`config.mk`:
```
export PLATFORM = sky130hd
export DESIGN_NAME = rotate_shift_ctrl
export DESIGN_NICKNAME = d
export VERILOG_FILES = /design/src/rtl/rotate_shift_ctrl.sv
export SDC_FILE = /design/constraint.sdc
export NUM_CORES = 1
export LEC_CHECK = 0
export ABC_CLOCK_PERIOD_IN_PS = 1770
export BUFFER_PORTS_ARGS = -buffer_cell sky130_fd_sc_hd__buf_2
export CAP_MARGIN = 20
export CORE_AREA = 3 3 60 62
export DETAILED_ROUTE_END_ITERATION = 16
export DIE_AREA = 0 0 63 65
export HOLD_SLACK_MARGIN = 0.08
export PLACE_DENSITY = 0.69
export SKIP_LAST_GASP = 1
export SYNTH_ARGS = -nofsm -noshare
export SYNTH_HDL_FRONTEND = slang
export SYNTH_HIERARCHICAL = 1
export SYNTH_SLANG_ARGS = --single-unit
```
`constraint.sdc`:
```
create_clock -name CLK -period 1.77 [get_ports CLK]
set_input_delay 0.177 -clock CLK [delete_from_list [all_inputs] [get_ports CLK]]
set_output_delay 0.177 -clock CLK [all_outputs]
set_load 0.005 [all_outputs]
```
`src/rtl/rotate_shift_ctrl.sv`:
```
// rotate_shift_ctrl: two-stage valid/ready pipeline that rotates a data word
// left by a requested or accumulated amount.
// S1 registers the word and its effective shift. S2 registers the rotated
// result and drives the outputs. The rotator between the stages is the
// N_rotate_left_shifter below.

// N_rotate_left_shifter: combinational barrel rotator, one mux layer per
// shift-amount bit. Layer i rotates left by 2**i when shift[i] is set.
module N_rotate_left_shifter #(
    parameter int DATA_WIDTH  = 8,
    parameter int SHIFT_WIDTH = $clog2(DATA_WIDTH)
) (
    input  logic [DATA_WIDTH-1:0]  data,
    input  logic [SHIFT_WIDTH-1:0] shift,
    output logic [DATA_WIDTH-1:0]  rotated
);

    logic [DATA_WIDTH-1:0] layer [0:SHIFT_WIDTH];

    assign layer[0] = data;

    genvar i;
    generate
        for (i = 0; i < SHIFT_WIDTH; i++) begin : g_layer
            localparam int AMT = 1 << i;
            assign layer[i+1] = shift[i]
                ? {layer[i][DATA_WIDTH-1-AMT:0], layer[i][DATA_WIDTH-1:DATA_WIDTH-AMT]}
                : layer[i];
        end
    endgenerate

    assign rotated = layer[SHIFT_WIDTH];

endmodule

module rotate_shift_ctrl #(
    parameter int DATA_WIDTH  = 8,
    parameter int SHIFT_WIDTH = $clog2(DATA_WIDTH)
) (
    input  logic                   CLK,
    input  logic                   RST,
    input  logic [DATA_WIDTH-1:0]  IDATA,
    input  logic [SHIFT_WIDTH-1:0] N_SHIFT,
    input  logic                   ACC_EN,
    input  logic                   CLR_ACC,
    input  logic                   IVALID,
    output logic                   IREADY,
    output logic [DATA_WIDTH-1:0]  ODATA,
    output logic [SHIFT_WIDTH-1:0] OSHIFT,
    output logic                   OVALID,
    input  logic                   OREADY
);

    logic [DATA_WIDTH-1:0]  s1_data;
    logic [SHIFT_WIDTH-1:0] s1_shift;
    logic                   s1_valid;

    logic [DATA_WIDTH-1:0]  s2_data;
    logic [SHIFT_WIDTH-1:0] s2_shift;
    logic                   s2_valid;

    logic [SHIFT_WIDTH-1:0] acc;
    logic [SHIFT_WIDTH-1:0] acc_base;
    logic [SHIFT_WIDTH-1:0] eff_shift;
    logic [DATA_WIDTH-1:0]  rot_data;

    logic                   s2_advance;
    logic                   in_xfer;

    // S2 can take a new word when it is empty or its word leaves this cycle.
    assign s2_advance = !s2_valid || OREADY;
    // S1 can take a word when empty or when it drains into S2. Depends only
    // on registered state and OREADY, never on IVALID.
    assign IREADY     = !s1_valid || s2_advance;
    assign in_xfer    = IVALID && IREADY;

    // Effective shift. A clear in the same cycle zeroes the base before the
    // add. The sum wraps naturally because DATA_WIDTH is a power of two.
    always_comb begin
        acc_base  = CLR_ACC ? '0 : acc;
        eff_shift = ACC_EN ? (acc_base + N_SHIFT) : N_SHIFT;
    end

    // Accumulator. An accumulating transfer wins. Otherwise a clear applies
    // even when no word transfers.
    always_ff @(posedge CLK or posedge RST) begin
        if (RST) begin
            acc <= '0;
        end else if (in_xfer && ACC_EN) begin
            acc <= eff_shift;
        end else if (CLR_ACC) begin
            acc <= '0;
        end
    end

    // Stage 1: capture the incoming word and its effective shift.
    always_ff @(posedge CLK or posedge RST) begin
        if (RST) begin
            s1_valid <= 1'b0;
            s1_data  <= '0;
            s1_shift <= '0;
        end else if (IREADY) begin
            s1_valid <= IVALID;
            if (IVALID) begin
                s1_data  <= IDATA;
                s1_shift <= eff_shift;
            end
        end
    end

    N_rotate_left_shifter #(
        .DATA_WIDTH  (DATA_WIDTH),
        .SHIFT_WIDTH (SHIFT_WIDTH)
    ) u_rotator (
        .data    (s1_data),
        .shift   (s1_shift),
        .rotated (rot_data)
    );

    // Stage 2: register the rotated word. It holds while downstream stalls.
    always_ff @(posedge CLK or posedge RST) begin
        if (RST) begin
            s2_valid <= 1'b0;
            s2_data  <= '0;
            s2_shift <= '0;
        end else if (s2_advance) begin
            s2_valid <= s1_valid;
            if (s1_valid) begin
                s2_data  <= rot_data;
                s2_shift <= s1_shift;
            end
        end
    end

    assign ODATA  = s2_data;
    assign OSHIFT = s2_shift;
    assign OVALID = s2_valid;

endmodule

```
==> results of run 1 <==
## report_power, final
part           switching, µW  leakage [µW]  internal (µW)
clock                    177     0.0000177           84.7
combinational            238      0.000529            498
sequential               124      0.000321            776
## worst reg2reg max path, cell delays in order (launching register included)
cell     delay (ns)
dfrtp_2        0.42
buf_12         0.12
mux4_2         0.52
mux2_2         0.29
mux2_4         0.26
## synthesized netlist by cell type, types with 2 or more instances
library cell / number / area, µm²
dfrtp_1: 27 / 676
mux2_2: 15 / 169
mux2_4: 14 / 210
mux4_1: 8 / 210
nand2_1: 6 / 22.5
buf_6: 4 / 45.0
nor2b_1: 3 / 18.8
o21ai_1: 3 / 15.0
mux2i_1: 2 / 20.0
o21ai_0: 2 / 10.0
or2b_1: 2 / 15.0
## layer usage
layer  vias to the layer above  share of wire (%)  wire length, µm  global-route usage [%]
met2                        26                 53             1430                    27.9
met1                       463                 42             1140                    17.8
met4                         0                1.1               30                    4.96
li1                        447                  -                -                       -
met5                         -                  0                0                       0
met3                         4                4.3              116                    2.08
## area by class of cell
cell class,count,area (µm²),area share (%)
clock buffers,3,22.5,1.22
clock inverters,1,5.00,0.271
repair buffers,47,315,17.1
flip-flops and latches,27,677,36.7
well taps,44,55.1,2.98
multi-input cells,63,768,41.6
inverters,1,3.75,0.203
## cells by family (layout without fill, tap and decap cells)
kind of cell | Yosys count | count (layout) | synth area share, %
compound gates | 5 | 5 | 1.65
xor+xnor | 1 | 1 | 0.579
fa+ha+maj | 2 | 2 | 2.15
buf+inv | 6 | 52 | 3.47
flops | 27 | 27 | 44.6
mux | 39 | 39 | 40.2
simple gates | 16 | 16 | 7.27
## flip-flops by register name (all words and copies together), names as in the netlist
signal	count
ODATA	8
OSHIFT	3
OVALID	1
acc	3
s1_data	8
s1_shift	3
s1_valid	1
## repair_timing
action                     in CTS  in global routing
gates cloned                    0                  0
setup buffers                   3                  0
hold endpoints to repair       35                  0
pin swaps                       0                  2
gates resized for setup         3                  7
setup endpoints to repair       7                  8
hold buffers                    9                  0
## worst max-delay path by stage
stage / startpoint / depth (start not counted) / to / slack, ns
after detailed placement: s1_shift[2] / 3 / ODATA[4] / -0.14
after global routing: acc[0] / 7 / acc[2] / -0.01
after CTS: s1_shift[2] / 4 / ODATA[4] / 0.009
after global placement: s1_shift[2] / 3 / ODATA[6] / -0.06
final: s1_shift[2] / 4 / ODATA[3] / 0.06
after floorplan: s1_shift[2] / 4 / ODATA[0] / 0.09
## metrics by stage
step                      worst slack [ns]  util [%]  std cells
after floorplan                     0.0863         -         96
after global placement             -0.0583      55.6        170
after detailed placement            -0.140      55.6        170
after CTS                          0.00864      60.4        186
after global routing               -0.0136      60.0        186
final                               0.0575      60.0        186
==> run metrics, run 1 <==
library cells used by synthesis 21; Worst VDD drop slightly above 0.4 mV; site row count 20; most frequent cells in the layout buf_2 (29), dfrtp_1 (26), mux2_2 (15), mux2_4 (14), dlygate4sd3_1 (9); Die Footprint 0.00410 mm²; crit-path max cell delay 0.52 ns; post-synthesis sequential area ratio 44.6%; Buffers on Ports 29; Crit path buffers/inverters 1; final hold slack 0.0924 ns; initial antenna violation count 0; post-synthesis async set-or-reset flop share 100%; Die X 63 µm; drt first pass iters 4; status finished, final reports clean; Mapped Nets 115; Hold Path Stages 2; leading cell type in the layout, fill and taps excluded buf_2; # DRC 0; slowest stage cell on the critical path mux4_2; CTS tree yes; final hold viol count 0; CTS Buf Count 3; number of synthesized flops with an enable pin 0; first-pass GRT wire length around 4800 µm; Initial Util 49.2%; fmax about 0.58 GHz; Layout Skew 0.00860 ns; Inserted Diodes 0; predominant post-synthesis flop cell dfrtp_1; htree depth 1; Slew headroom 74.9%; Worst Hold Endpoint s1_data[7]; design area 0.00185 mm²; fin crit period about 1.7 ns; Post-Synthesis Cell Area 0.00151 mm²; P&R area growth vs syn 22.0%; Final Cycle Share a little over nine tenths; leakage power 0.000868 µW; CTS clock-pin slew for the worst setup and hold paths 0.15 ns; gp weighted congestion 0.761; Total Wirelength 2720 µm; Post-Route Setup TNS 0 ns; Hold Path Origin IDATA[7]; total power between 1500 and 2000 µW; Total GRT Usage 15.0%; Avg WL per Cell 14.6 µm; Ys Warns 6; RSZ-0062 raised after global routing yes; layout cells sized above 1 57.7%; R2R Path End ODATA[3]; core area between 0.003 and 0.004 mm²; Setup violations, final 0; Hold WC Path Type input pin to flip-flop; Slew Viols, Final 0; hpwl dp approximately 2000 µm; CP startpoint kind flip-flop; Via-to-Cell Ratio approximately 5; initial detailed-routing violation count 28; RR Startpoint s1_shift[2]; Antenna Violating Nets Remaining 0; Yosys reg bits 27; Final nets 162; CP top delay family multiplexers; worst path cell trace buf_12, mux4_2, mux2_2, mux2_4; crit end category flip-flop; measured slew at the worst slew-check pin between 0.3 and 0.4 ns; Worst Reg2Reg Path Length in Cells 4; pin count of the biggest net entering global routing 28; FILL cells 268; pwr dens 1030 mW/mm²; Max-Cap Viols 0; Placed Area about 0.0017 mm²; cell count after synthesis 96; via count 940; Arr. time, crit path 1.93 ns; critical path data required time roughly 2 ns; Avg Inst Size Synth 15.8 µm²; clock sink total 27; clk buf depth 2; CTS root buf clkbuf_4; Overflow after GRT 0; crit path kind flip-flop to flip-flop; vias in the first global route 1,028; flop-to-flop setup slack 0.06 ns; die height ~65 µm; worst-skew pair later-pin latency ~0.32 ns; IO Pins 30; worst-path fanout max 5
No activity file was read; power rests on OpenSTA's default activity.
==> run 2, diff against run 1 <==
Settings changed: CORE_AREA 3 3 60 62 to 3 3 57 59, CTS_BUF_LIST from default to sky130_fd_sc_hd__clkbuf_8, CTS_CLUSTER_SIZE from default to 8, DIE_AREA 0 0 63 65 to 0 0 60 62, PLACE_DENSITY 0.69 to 0.72, SYNTH_HIERARCHICAL 1 to default.
==> run 2 against run 1 <==
Clock power grew 31%. Cell area decreased by 11%. Count of clock-buffer cells in the layout did not move. Maximum frequency down 2.3%. Area after synthesis decreased by 7.7%. Combinational power fell by 27%. Synthesized cell count grew 42%. Highest routed layer unchanged.
==> run metrics, run 2 <==
FILL cells 244 (was 268); initial antenna violation count 0 (unchanged); crit end category flip-flop (unchanged); gp weighted congestion 0.802 (was 0.761); most common cell in the synthesized netlist nand2_1 (was dfrtp_1); Layout Skew 0.00285 ns (was 0.00860 ns); cell count after synthesis 136 (was 96); Synth area leaders dfrtp_1 (48%), nand2_1 (9.9%), mux2_4 (8.6%) (was dfrtp_1 (45%), mux2_4 (14%), mux4_1 (14%)); htree depth 1 (unchanged); IO Pins 30 (unchanged); post-synthesis sequential area ratio 48.3% (was 44.6%); Final WS setup 0.0176 ns (was 0.0575 ns); Inserted Diodes 0 (unchanged); worst-path fanout max 2 (was 5); status finished, final reports clean (unchanged); Via-to-Cell Ratio 5.57 (was 5.05); Total Wirelength 2620 µm (was 2720 µm); Yosys reg bits 27 (unchanged); Final Cycle Share 99.0% (was 96.8%); Synth area leader dfrtp_1 (unchanged); via count 1,098 (was 940); worst-skew pair later-pin latency 0.27 ns (was 0.32 ns); Max-Cap Viols 0 (unchanged); Die Footprint 0.00372 mm² (was 0.00410 mm²); initial detailed-routing violation count 27 (was 28); Initial Util 50.7% (was 49.2%); Yosys top cell area share 48.3% (was 44.6%); crit path kind flip-flop to flip-flop (unchanged); Slew headroom 69.5% (was 74.9%); Arr. time, crit path 1.95 ns (was 1.93 ns); Post-Synthesis Cell Area 0.00140 mm² (was 0.00151 mm²); CTS Buf Count 3 (unchanged); Post-synth top cells nand2_1 (37), dfrtp_1 (27), o22ai_1 (16) (was dfrtp_1 (27), mux2_2 (15), mux2_4 (14)); Ys Warns 0 (was 6); Mapped Nets 155 (was 115); Avg Inst Size Synth 10.3 µm² (was 15.8 µm²); Total GRT Usage 15.0% (about the same); Slew Viols, Final 0 (unchanged); CTS tree yes (unchanged); die height 62 µm (was 65 µm); fin crit period 1.75 ns (was 1.71 ns); final hold viol count 0 (unchanged); Avg WL per Cell 13.3 µm (was 14.6 µm); post-place setup slack -0.0191 ns (was -0.140 ns); Setup violations, final 0 (unchanged); Final nets 186 (was 162); critical path data required time 1.96 ns (was 1.99 ns); Die X 60 µm (was 63 µm); clk buf depth 2 (unchanged); Cell Count, Final, Fillers Out 197 (was 186); total power 1710 µW (was 1900 µW); clock sink total 27 (unchanged); Overflow after GRT 0 (unchanged); Inst Count DP 192 (was 170); Antenna Violating Nets Remaining 0 (unchanged); CTS clock-pin slew for the worst setup and hold paths 0.09 ns (was 0.15 ns); predominant post-synthesis flop cell dfrtp_1 (unchanged); Buffers on Ports 29 (unchanged); layout cells sized above 1 31.3% (was 57.7%); core area 0.00276 mm² (was 0.00308 mm²); Post-Route Setup TNS 0 ns (unchanged); Post-CTS Setup Bufs 0 (was 3); P&R area growth vs syn 17.8% (was 22.0%); fmax 0.571 GHz (was 0.584 GHz); most frequent cells in the layout nand2_1 (37), buf_2 (29), dfrtp_1 (27), o22ai_1 (16) (was buf_2 (29), dfrtp_1 (26), mux2_2 (15), mux2_4 (14), dlygate4sd3_1 (9)); vias in the first global route 965 (was 1,028); post-synthesis async set-or-reset flop share 100% (unchanged); # DRC 0 (unchanged); number of synthesized flops with an enable pin 0 (unchanged); measured slew at the worst slew-check pin 0.458 ns (was 0.376 ns); leakage power 0.000806 µW (was 0.000868 µW); RSZ-0062 raised after global routing yes (unchanged); leading cell type in the layout, fill and taps excluded nand2_1 (was buf_2); pin count of the biggest net entering global routing 28 (unchanged); first-pass GRT wire length 4220 µm (was 4820 µm); CP startpoint kind flip-flop (unchanged); hpwl dp 2040 µm (was 2010 µm); CTS root buf clkbuf_8 (was clkbuf_4); pwr dens 1040 mW/mm² (was 1030 mW/mm²); site row count 19 (was 20); Hold WC Path Type input pin to flip-flop (unchanged); library cells used by synthesis 29 (was 21); drt first pass iters 4 (unchanged); Worst VDD drop 0.657 mV (was 0.407 mV)
run 2: changes by cell type in the layout (fill, tap and decap cells not counted), moves of 6 or more:
cell,change
dlygate4sd3_1,-8
mux2_2,-15
mux2_4,-6
mux4_2,-6
nand2_1,+31
o22ai_1,+16
o31ai_1,+8
run 2: layout make-up:
class | instances | area [µm²] | area share (%)
clock buffer | 3 | 41.3 | 2.51
clock inverter | 1 | 3.75 | 0.228
inverter | 2 | 7.51 | 0.456
multi-input combinational | 100 | 702 | 42.6
sequential | 27 | 676 | 41.0
tap | 31 | 38.8 | 2.36
timing repair buffer | 33 | 178 | 10.8
run 2: kinds of logic after synthesis:
family	synth area share, %
XOR/XNOR	0.627
buffers and inverters	3.40
flip-flops	48.3
adder cells (fa/ha/maj)	2.33
AND/OR/NAND/NOR	17.5
multiplexers	14.1
AO/OA/AOI/OAI	13.8
run 2: power by group:
group	leakage (µW)	switching (µW)	total [µW]	internal [µW]
Sequential	0.000328	88.4	832	744
Clock	0.0000269	189	344	155
Combinational	0.000451	258	536	278
run 2: final timing paths:
check	startpoint	end	slack [ns]	cells past startpoint
max	acc[0]	s1_shift[2]	0.02	6
min	IDATA[5]	s1_data[5]	0.09	3
max reg2reg	acc[0]	s1_shift[2]	0.02	6
min reg2reg	ODATA[6]	ODATA[6]	0.48	2
max in group asynchronous	RST	s1_data[0]	1.03	4
min in group asynchronous	RST	ODATA[5]	0.49	4
run 2: repair_timing:
item                                    4_1_cts  5_1_grt
endpoints found under the setup margin        2        2
hold buffers                                  1        0
endpoints found under the hold margin        27        0
resized for setup                             1        4
pin swaps                                     0        3
run 2: through the flow:
stage / utilization (%) / hold WS (ns) / instance area (µm²)
after floorplan: - / 0.230 / 1400
after global routing: 59.7 / 0.102 / 1650
after global placement: 56.7 / 0.244 / 1560
after detailed placement: 56.7 / 0.252 / 1560
final: 59.7 / 0.0904 / 1650
after CTS: 58.8 / 0.0934 / 1620
run 2: metal layers:
metal / global-route usage, % / vias to the layer above / share of wire [%] / routed length, µm
met5: 0 / - / 0 / 0
met3: 1.24 / 4 / 5.2 / 136
li1: - / 539 / - / -
met2: 28.2 / 47 / 50 / 1320
met1: 18.2 / 508 / 44 / 1150
met4: 4.75 / 0 / 0.57 / 15
run 2: critical path, cell delays in order, from the launching register on:
cell     delay [ns]
dfrtp_1        0.37
and2b_4        0.17
ha_4           0.15
fa_2           0.35
xnor2_2        0.15
or3_4          0.36
a31oi_1        0.13
==> run 3, diff against run 2 <==
Settings changed: RECOVER_POWER from default to 50, TNS_END_PERCENT from default to 1.
==> run 3 against run 2 <==
Combinational power fell by 2%. Maximum frequency fell by 0.77%. Power fell by 0.83%. Die area did not move. Cell area fell by 1.5%. Via count fell by 0.55%. Critical endpoint unchanged. Largest cell class unchanged. Largest power group unchanged. Highest routed layer unchanged.
==> run metrics, run 3 (synthesis gave the netlist of run 2 again) <==
Hold Path Stages 3 (unchanged); CP startpoint kind flip-flop (unchanged); measured slew at the worst slew-check pin 0.648 ns (was 0.458 ns); die height 62 µm (unchanged); Critical Path Stages 6 (unchanged); Placed Area 0.00156 mm² (unchanged); htree depth 1 (unchanged); Overflow after GRT 0 (unchanged); Inserted Diodes 0 (unchanged); CTS tree yes (unchanged); clock sink total 27 (unchanged); Critical Path End s1_shift[2] (unchanged); Slew headroom 56.8% (was 69.5%); Hold WC Path Type input pin to flip-flop (unchanged); Worst VDD drop 0.651 mV (was 0.657 mV); slowest stage cell on the critical path dfrtp_1 (unchanged); Slew Viols, Final 0 (unchanged); gp weighted congestion 0.802 (unchanged); flop-to-flop setup slack 0.004 ns (was 0.02 ns); hpwl dp 2040 µm (unchanged); Crit path buffers/inverters 0 (unchanged); CTS root buf clkbuf_8 (unchanged); Post-Route Setup TNS 0 ns (unchanged); Post-CTS Setup Bufs 0 (unchanged); # DRC 0 (unchanged); initial antenna violation count 0 (unchanged); Worst Reg2Reg Path Length in Cells 6 (unchanged); most frequent cells in the layout nand2_1 (37), dfrtp_1 (27), buf_2 (27), o22ai_1 (16) (was nand2_1 (37), buf_2 (29), dfrtp_1 (27), o22ai_1 (16)); first-pass GRT wire length 4220 µm (unchanged); critical path data required time 1.96 ns (about the same); final hold viol count 0 (unchanged); via count 1,092 (was 1,098); leading cell type in the layout, fill and taps excluded nand2_1 (unchanged); layout cells sized above 1 28.9% (was 31.3%); Total GRT Usage 15.0% (unchanged); Max-Cap Viols 0 (unchanged); Antenna Violating Nets Remaining 0 (unchanged); CTS Buf Count 3 (unchanged); worst-path fanout max 2 (unchanged); Die Footprint 0.00372 mm² (unchanged); crit-path max cell delay 0.37 ns (about the same); Die X 60 µm (unchanged); Via-to-Cell Ratio 5.54 (was 5.57); core area 0.00276 mm² (unchanged); clk buf depth 2 (unchanged); Setup violations, final 0 (unchanged); RR Startpoint acc[0] (unchanged); worst path cell trace and2b_4, ha_1, fa_2, xnor2_1, or3_4, a31oi_1 (was and2b_4, ha_4, fa_2, xnor2_2, or3_4, a31oi_1); crit path from acc[0] (unchanged); leakage power 0.000798 µW (was 0.000806 µW); Buffers on Ports 29 (unchanged); crit end category flip-flop (unchanged); pin count of the biggest net entering global routing 28 (unchanged); pwr dens 1050 mW/mm² (was 1040 mW/mm²); IO Pins 30 (unchanged); initial detailed-routing violation count 30 (was 27); P&R area growth vs syn 16.0% (was 17.8%); Total Wirelength 2620 µm (about the same); CP top delay family simple AND/OR/NAND/NOR gates (unchanged); Avg WL per Cell 13.3 µm (about the same); site row count 19 (unchanged); Final nets 186 (unchanged); Final Cycle Share 99.8% (was 99.0%); Initial Util 50.7% (unchanged); status finished, final reports clean (unchanged); vias in the first global route 965 (unchanged); Arr. time, crit path 1.96 ns (was 1.95 ns); Layout Skew 0.00305 ns (was 0.00285 ns); final hold slack 0.0920 ns (was 0.0904 ns); RSZ-0062 raised after global routing yes (unchanged); crit path kind flip-flop to flip-flop (unchanged); worst-skew pair later-pin latency 0.26 ns (was 0.27 ns); fin crit period 1.77 ns (was 1.75 ns); total power 1700 µW (was 1710 µW); drt first pass iters 4 (unchanged); CTS clock-pin slew for the worst setup and hold paths 0.09 ns (about the same); R2R Path End s1_shift[2] (unchanged); fmax 0.566 GHz (was 0.571 GHz); design area 0.00162 mm² (was 0.00165 mm²)
==> run 3: cell types whose count changed in the layout (fill, tap and decap cells not counted), sizes merged <==
cell,change
clkbuf,+3
buf,-3
==> run 3: repair_timing <==
action,CTS,global route
hold buffers,1,0
endpoints found under the setup margin,2,2
gates resized for setup,1,1
pin swaps,0,3
endpoints found under the hold margin,27,0
gates cloned,0,0
==> run 3: worst min-delay path by stage <==
stage                   from    endpoint  slack, ns
floorplan                RST    ODATA[0]       0.23
global placement         RST   OSHIFT[0]       0.24
detailed placement       RST   OSHIFT[0]       0.25
CTS                 IDATA[5]  s1_data[5]       0.09
global route        IDATA[3]  s1_data[3]       0.10
finish              IDATA[5]  s1_data[5]       0.09
==> run 3: routing by layer <==
layer / share of wire [%] / global-route usage, % / up-vias
met5: 0 / 0 / -
met4: 0.34 / 4.75 / 0
met3: 4.6 / 1.24 / 2
met2: 51 / 28.2 / 38
met1: 44 / 18.2 / 510
li1: - / - / 542
==> run 3: layout make-up <==
class,instances,area [µm²]
clock buffers,3,41.3
repair buffers,33,173
flip-flops and latches,27,676
inverters,2,7.51
fillers,248,1140
well taps,31,38.8
clock inverters,1,3.75
multi-input cells,100,682
==> run 3: stage by stage <==
step	util, %	setup WS [ns]	cells
after floorplan	-	0.0469	136
after global placement	56.7	0.0215	192
after detailed placement	56.7	-0.0191	192
after CTS	58.8	0.00810	197
after global routing	58.8	-0.0462	197
final	58.8	0.00402	197
==> run 3: worst min-delay path, cell delays in order <==
cell and delay, ns:
buf_2 0.07, nand2_1 0.04, nand2_1 0.04
==> run 3: where the power goes <==
| group | total (µW) | switching, µW | internal (µW) |
|---|---|---|---|
| registers | 833 | 88.7 | 744 |
| clock network | 341 | 185 | 155 |
| logic | 525 | 256 | 269 |
| total | 1700 | 530 | 1170 |
